==> config.mk <==
export PLATFORM = sky130hd
export DESIGN_NAME = light_step_controller
export DESIGN_NICKNAME = d
export VERILOG_FILES = /design/src/rtl/light_pkg.sv /design/src/rtl/button_debounce.sv /design/src/rtl/light_step_controller.sv
export SDC_FILE = /design/constraint.sdc
export NUM_CORES = 1
export LEC_CHECK = 0
export BUFFER_PORTS_ARGS = -buffer_cell sky130_fd_sc_hd__buf_2
export CORE_UTILIZATION = 55
export DETAILED_ROUTE_END_ITERATION = 8
export PLACE_DENSITY = 0.71
export SLEW_MARGIN = 20
export SYNTH_ARGS = -nofsm -noshare
export SYNTH_HDL_FRONTEND = slang
export SYNTH_SLANG_ARGS = --single-unit
==> constraint.sdc <==
create_clock -name i_clk -period 3.9 [get_ports i_clk]
set_input_delay 0.78 -clock i_clk [delete_from_list [all_inputs] [get_ports i_clk]]
set_output_delay 0.78 -clock i_clk [all_outputs]
set_load 0.01 [all_outputs]
==> src/rtl/light_pkg.sv <==
// Shared constants for the light step controller: mode encodings, step codes and input bit indices.
package light_pkg;
  typedef logic [1:0] mode_t;

  localparam mode_t MODE_OFF    = 2'b00;
  localparam mode_t MODE_MANUAL = 2'b01;
  localparam mode_t MODE_AUTO   = 2'b10;
  localparam mode_t MODE_PAUSE  = 2'b11;

  localparam int NUM_BTN  = 2;
  localparam int BTN_UP   = 0;
  localparam int BTN_DOWN = 1;
  localparam int SW_EN    = 0;
  localparam int SW_AUTO  = 1;

  localparam logic [1:0] STEP_NONE = 2'b00;
  localparam logic [1:0] STEP_UP   = 2'b01;
  localparam logic [1:0] STEP_DOWN = 2'b10;
endpackage

==> src/rtl/button_debounce.sv <==
// One panel button: 2-FF synchroniser, stable-count debouncer and rising-edge press detect.
module button_debounce #(
  parameter int DEBOUNCE_CYCLES = 100000
) (
  input  logic i_clk,
  input  logic i_reset_n,
  input  logic i_raw,
  output logic o_level,
  output logic o_press
);
  localparam int CW = $clog2(DEBOUNCE_CYCLES);
  localparam logic [CW-1:0] CNT_LAST = CW'(DEBOUNCE_CYCLES - 1);

  logic [1:0]    sync;
  logic          deb, deb_q;
  logic [CW-1:0] cnt;

  // A level change is accepted only after DEBOUNCE_CYCLES consecutive disagreeing samples.
  always_ff @(posedge i_clk or negedge i_reset_n) begin
    if (!i_reset_n) begin
      sync  <= '0;
      deb   <= 1'b0;
      deb_q <= 1'b0;
      cnt   <= '0;
    end else begin
      sync  <= {sync[0], i_raw};
      deb_q <= deb;
      if (sync[1] == deb) begin
        cnt <= '0;
      end else if (cnt == CNT_LAST) begin
        deb <= sync[1];
        cnt <= '0;
      end else begin
        cnt <= cnt + 1'b1;
      end
    end
  end

  assign o_level = deb;
  assign o_press = deb & ~deb_q;
endmodule

==> src/rtl/light_step_controller.sv <==
// Front-end sequencer: turns raw switches/buttons into clean 1-cycle step pulses for the light FSM.
module light_step_controller
  import light_pkg::*;
#(
  parameter int DEBOUNCE_CYCLES = 100000,
  parameter int AUTO_PERIOD     = 50000000
) (
  input  logic       i_clk,
  input  logic       i_reset_n,
  input  logic [1:0] i_OnOffSW,
  input  logic [1:0] i_button,
  output logic [1:0] o_button,
  output logic [1:0] o_mode
);
  localparam int TW = $clog2(AUTO_PERIOD);
  localparam logic [TW-1:0] TMR_LAST = TW'(AUTO_PERIOD - 1);

  logic [1:0]         sw_meta, sw_sync;
  logic [NUM_BTN-1:0] press, unused_level;
  mode_t              mode, mode_nxt;
  logic [TW-1:0]      timer, timer_nxt;
  logic [1:0]         step_nxt;
  logic               wrap;

  button_debounce #(.DEBOUNCE_CYCLES(DEBOUNCE_CYCLES)) u_deb [NUM_BTN-1:0] (
    .i_clk    (i_clk),
    .i_reset_n(i_reset_n),
    .i_raw    (i_button),
    .o_level  (unused_level),
    .o_press  (press)
  );

  always_ff @(posedge i_clk or negedge i_reset_n) begin
    if (!i_reset_n) begin
      sw_meta  <= '0;
      sw_sync  <= '0;
      mode     <= MODE_OFF;
      timer    <= '0;
      o_button <= STEP_NONE;
    end else begin
      sw_meta  <= i_OnOffSW;
      sw_sync  <= sw_meta;
      mode     <= mode_nxt;
      timer    <= timer_nxt;
      o_button <= step_nxt;
    end
  end

  // Switch rules outrank button rules.
  always_comb begin
    mode_nxt = mode;
    if (!sw_sync[SW_EN]) begin
      mode_nxt = MODE_OFF;
    end else begin
      case (mode)
        MODE_OFF:    mode_nxt = sw_sync[SW_AUTO] ? MODE_AUTO : MODE_MANUAL;
        MODE_MANUAL: if (sw_sync[SW_AUTO]) mode_nxt = MODE_AUTO;
        MODE_AUTO: begin
          if (!sw_sync[SW_AUTO])   mode_nxt = MODE_MANUAL;
          else if (press[BTN_UP])  mode_nxt = MODE_PAUSE;
        end
        default: begin
          if (!sw_sync[SW_AUTO])   mode_nxt = MODE_MANUAL;
          else if (press[BTN_UP])  mode_nxt = MODE_AUTO;
        end
      endcase
    end
  end

  // Timer runs in AUTO, freezes in PAUSE and idles at zero otherwise; transition cycles never step.
  always_comb begin
    step_nxt  = STEP_NONE;
    timer_nxt = '0;
    wrap      = (timer == TMR_LAST);
    case (mode)
      MODE_MANUAL: begin
        if (press[BTN_UP])        step_nxt = STEP_UP;
        else if (press[BTN_DOWN]) step_nxt = STEP_DOWN;
      end
      MODE_AUTO: begin
        timer_nxt = wrap ? '0 : timer + 1'b1;
        if (wrap) step_nxt = STEP_UP;
      end
      MODE_PAUSE: begin
        timer_nxt = timer;
        if (press[BTN_DOWN]) step_nxt = STEP_UP;
      end
      default: ;
    endcase
    if (mode_nxt != mode) step_nxt = STEP_NONE;
  end

  assign o_mode = mode;
endmodule
* Yosys cells after proc, flatten, opt, wreduce, memory -nomap -nowiden
Index checks and enable logic that the tools add are counted.
Word-level totals: output and inout bits 4, bits of input ports 6, register bits after elaboration 76
Operators by class: add/sub/neg operators 3, reductions and logical operators 3, mux-type cells 20, bitwise operators 6, equal/unequal tests 9
Operators by type and width (number):
- $mux 17 | 4
- $pmux 26 s2 | 1
- $add 17x1->17 const B | 2
- $eq 17x17->1 const B | 2
- $add 26x1->26 const B | 1
- $eq 26x26->1 const B | 1
- $mux 26 | 1
- $mux 2 | 10
- $pmux 2 s3 | 2
- $eq 2x2->1 const B | 2
- $not 1->1 | 4
- $reduce_and 2->1 | 2
- $and 1x1->1 | 2
- $eq 1x1->1 | 2
- $eq 2x1->1 const B | 1
- $logic_not 2->1 | 1
- $mux 1 | 2
- $ne 2x2->1 | 1

* Depth between registers and ports, before layout
word-level depth 8, mapped depth 8

* Cells and area by module
From an unflattened synthesis, not the netlist that was laid out.
Second synthesis, totals: cells, all modules 406, area, all modules 3998.8 um^2
Modules (own cells, without submodules):
- button_debounce | area an instance 1016.0 um^2, times used 2, cells an instance 93
- light_step_controller | area an instance 1966.9 um^2, times used 1, cells an instance 220

* Least setup slack after synthesis
OpenSTA, ideal clock, no wires.
path type reg2reg, from register timer[16], to register timer[12], cell stages (with the launch flop) 8, slack 1895 ps, setup time 136 ps, path buffers 2, required time 3764 ps, arrival time 1869 ps, path through dfrtp_1 > buf_2 > or4b_1 > nor4_2 > a21o_1 > buf_4 > or3b_2 > a21oi_1
On the way: word-level cells in the longest chain between the ends 3
RTL lines:
- start, declared | line light_step_controller.sv:21 | logic [TW-1:0] timer, timer_nxt;
- start signal, assigned | line light_step_controller.sv:44 | timer <= timer_nxt;
- $eq 26x26->1 | line light_step_controller.sv:74 | wrap = (timer == TMR_LAST);
- $mux 26 | line light_step_controller.sv:81 | timer_nxt = wrap ? '0 : timer + 1'b1;
- $pmux 26 s2 | line light_step_controller.sv:75 | case (mode)
Every way passes these cells. A chain may end at the register's enable or synchronous reset.

* Worst setup path in the final report
from register timer[0], to register o_button[0]
On the way: word-level cells in the longest chain between the ends 4
RTL lines:
- $eq 26x26->1 | line light_step_controller.sv:74
- $mux 1 | line light_step_controller.sv:82 | if (wrap) step_nxt = STEP_UP;
- $pmux 2 s3 | line light_step_controller.sv:75
- $mux 2 | line light_step_controller.sv:90 | if (mode_nxt != mode) step_nxt = STEP_NONE;
- via step_nxt[0] | line light_step_controller.sv:22 | logic [1:0] step_nxt;
- end signal, assigned | line light_step_controller.sv:45 | o_button <= step_nxt;
- end, declared | line light_step_controller.sv:12 | output logic [1:0] o_button,
The timed path passes the listed nets, and every way through them passes these cells.

==> results.json <==
{
  "tns_ns": 0,
  "drc": 0,
  "leakage_uw": 0.001686,
  "drt_iter0_markers": 185,
  "cts_setup_buffers": 0,
  "post-synth-top-count-cell": "dfrtp_1",
  "cts_hold_buf": 0,
  "yosys.area.top_type": "dfrtp_1",
  "post-route-min-period_ns": 2.668,
  "highest_layer": "met4",
  "fmax_mhz": 374.8,
  "antenna_cells": 0,
  "final_area_mm2": 0.004043,
  "fin_crit_sh_pct": 68.42,
  "grt_pass1_wl_mm": 12.28,
  "min_path_type": "register to register",
  "io_buffers": 9,
  "finalSetupViolations": 0,
  "synth-main-ff-cell": "dfrtp_1",
  "cts_made_buffers": 9,
  "io_pins": 10,
  "min_path_cells": 0,
  "synth_fp_nets": 393,
  "chipWidth_um": 83.99,
  "drive_gt1_share_pct": 9.296,
  "synth_common_cells": "76 x dfrtp_1, 54 x nor2_1, 37 x nand2_1",
  "first_pass_iters": 4,
  "grt_max_degree": 77,
  "die_h_um": 83.99,
  "start_util_pct": 57.57,
  "place.gp.congestion": 0.8457,
  "cts_tree": "done",
  "ys_seq_elements": 76,
  "clk_latency_ns": 0.34,
  "die_area_mm2": 0.007054,
  "async_reset_ff_share_pct": 100.0,
  "grt.total_usage_pct": 22.00,
  "critical_path.startpoint_type": "register",
  "path_buf_inv": 0,
  "path_max_fanout": 17,
  "hold_viol": 0,
  "vdd_drop_max_v": 0.0003251,
  "worstSetupEndpointType": "register",
  "cp.depth": 6,
  "via_per_inst": 5.964,
  "maxCapViolCount": 0,
  "nets": 402,
  "p_per_area_mw_per_mm2": 384.7,
  "post_drt_wl_per_cell_um": 14.63,
  "vias": 2833,
  "maxSlewViolCount": 0,
  "h-tree-depth": 3,
  "yosysWarningCount": 0,
  "synth_edf_count": 0,
  "cts_root_buf": "clkbuf_8",
  "hpwlAfterDp_mm": 4.446,
  "route.met3.wl_um": 230,
  "synthTopCellsByArea": "dfrtp_1 51%, nor2_1 5.5%, xnor2_1 5.0%",
  "wirelength_mm": 6.947,
  "reg2regPathDepth": 6,
  "netlist_area_mm2": 0.003697,
  "crit_type": "register to register",
  "grt_overflow": 0,
  "clk_path_buf_depth": 2,
  "antenna_found_initial": 0,
  "worst_slew_pin_slew_ns": 0.9374,
  "slowest_delay_ns": 0.76,
  "n_fill_cell": 533,
  "rsz0062_at_grt": "no",
  "synth_top_area_share_pct": 51.44,
  "clock-skew-final_ns": 0.009631,
  "area.sequential_mm2": 0.001902,
  "final_antenna_net_count": 0,
  "path_cells": "ha_1 > nand3_1 > nor4_2 > nand4_1 > o21ai_0 > a41o_1",
  "grt_pass1_vias": 2657,
  "ys_seq_area_share_pct": 51.44,
  "max_slew_margin_pct": 37.51,
  "met1_length_mm": 3.352,
  "cp_top_family": "simple AND/OR/NAND/NOR gates",
  "postPlaceCellArea_mm2": 0.003802,
  "multi_input_area_mm2": 0.001715,
  "cts-resized-gates": 0,
  "cp_data_required_time_ns": 4.18,
  "outcome": "complete, no violations",
  "core-area_mm2": 0.006422,
  "path_clk_slew_ns": 0.08,
  "avgSynthCellArea_um2": 9.628,
  "cts_sinks": 76,
  "critPathSlowestCell": "nand4_1",
  "synth_cell_types": 44,
  "wl_met2_mm": 3.258,
  "crit_arrival_ns": 2.95,
  "rows": 29,
  "syn_inst": 384,
  "area_growth_pct": 9.340
}
[area by class of cell]
type | count | area share (%)
Clock buffer | 13 | 4.178
Clock inverter | 3 | 1.671
Inverter | 8 | 0.7428
Multi-Input combinational cell | 287 | 42.43
Sequential cell | 76 | 47.04
Tap cell | 77 | 2.383
Timing Repair Buffer | 11 | 1.548
[path summary, 6_finish.rpt]
kind                       slack [ns]              from                to
setup / recovery                 1.23          timer[0]       o_button[0]
hold / removal                   0.35  u_deb[0].sync[0]  u_deb[0].sync[1]
setup reg to reg                 1.23          timer[0]       o_button[0]
hold reg to reg                  0.35  u_deb[0].sync[0]  u_deb[0].sync[1]
max in group asynchronous        2.72         i_reset_n         timer[18]
min in group asynchronous        0.57         i_reset_n         timer[25]
[cell usage in the layout (no fill, tap or decap), types with 3 or more instances in the layout]
cell,count
dfrtp_1,76
nor2_1,54
nand2_1,37
nand3_1,25
xnor2_1,21
nand4_1,21
xor2_1,18
a21oi_1,17
clkbuf_8,12
or3_1,9
and3_1,8
inv_1,8
buf_2,8
o22ai_1,7
or4_1,7
o21ai_0,6
and4_1,5
nor3_1,5
or2_2,4
nor2b_1,4
and2_1,4
nor4_1,3
nand2b_1,3
nor4_2,3
o2111ai_1,3
ha_1,3
buf_4,3
[registers in the layout (all words and copies together) (netlist names)]
| register | count |
|---|---|
| o_mode | 2 |
| u_deb.cnt | 34 |
| u_deb.sync | 4 |
| timer | 26 |
| u_deb.o_level | 2 |
| sw_meta | 2 |
| o_button | 2 |
| u_deb.deb_q | 2 |
| sw_sync | 2 |
[routing by layer]
layer / vias up / global-route usage [%]
met4: 0 / 9.404
met2: 43 / 34.20
met5: - / 0
met1: 1403 / 30.39
met3: 7 / 4.055
li1: 1380 / -
[stage by stage]
step           worst slack, ns  instances  util (%)  power (µW)  hold slack [ns]
4_1_cts                  1.274        475     62.89        1570           0.3512
3_3_place_gp             1.390        459     59.21       879.3           0.3326
5_1_grt                 0.9683        475     62.95        1610           0.3583
6_report                 1.232        475     62.95        1555           0.3495
3_5_place_dp             1.315        459     59.21       880.2           0.3347
2_1_floorplan            1.895        384         -       852.4           0.3312
[power breakdown]
part           internal, µW  total [µW]  switching (µW)
clock network           413         692             279
registers               799         806            7.16
logic                  14.5        57.4            42.9
total                  1230        1560             329
[cell families after synthesis]
| logic type | synth area share [%] |
|---|---|
| fa+ha+maj | 1.015 |
| simple gates | 28.49 |
| buf+inv | 2.267 |
| flops | 51.44 |
| mux | 0.6091 |
| xor+xnor | 9.239 |
| compound gates | 6.938 |
Power figures use the tool's default switching activity.
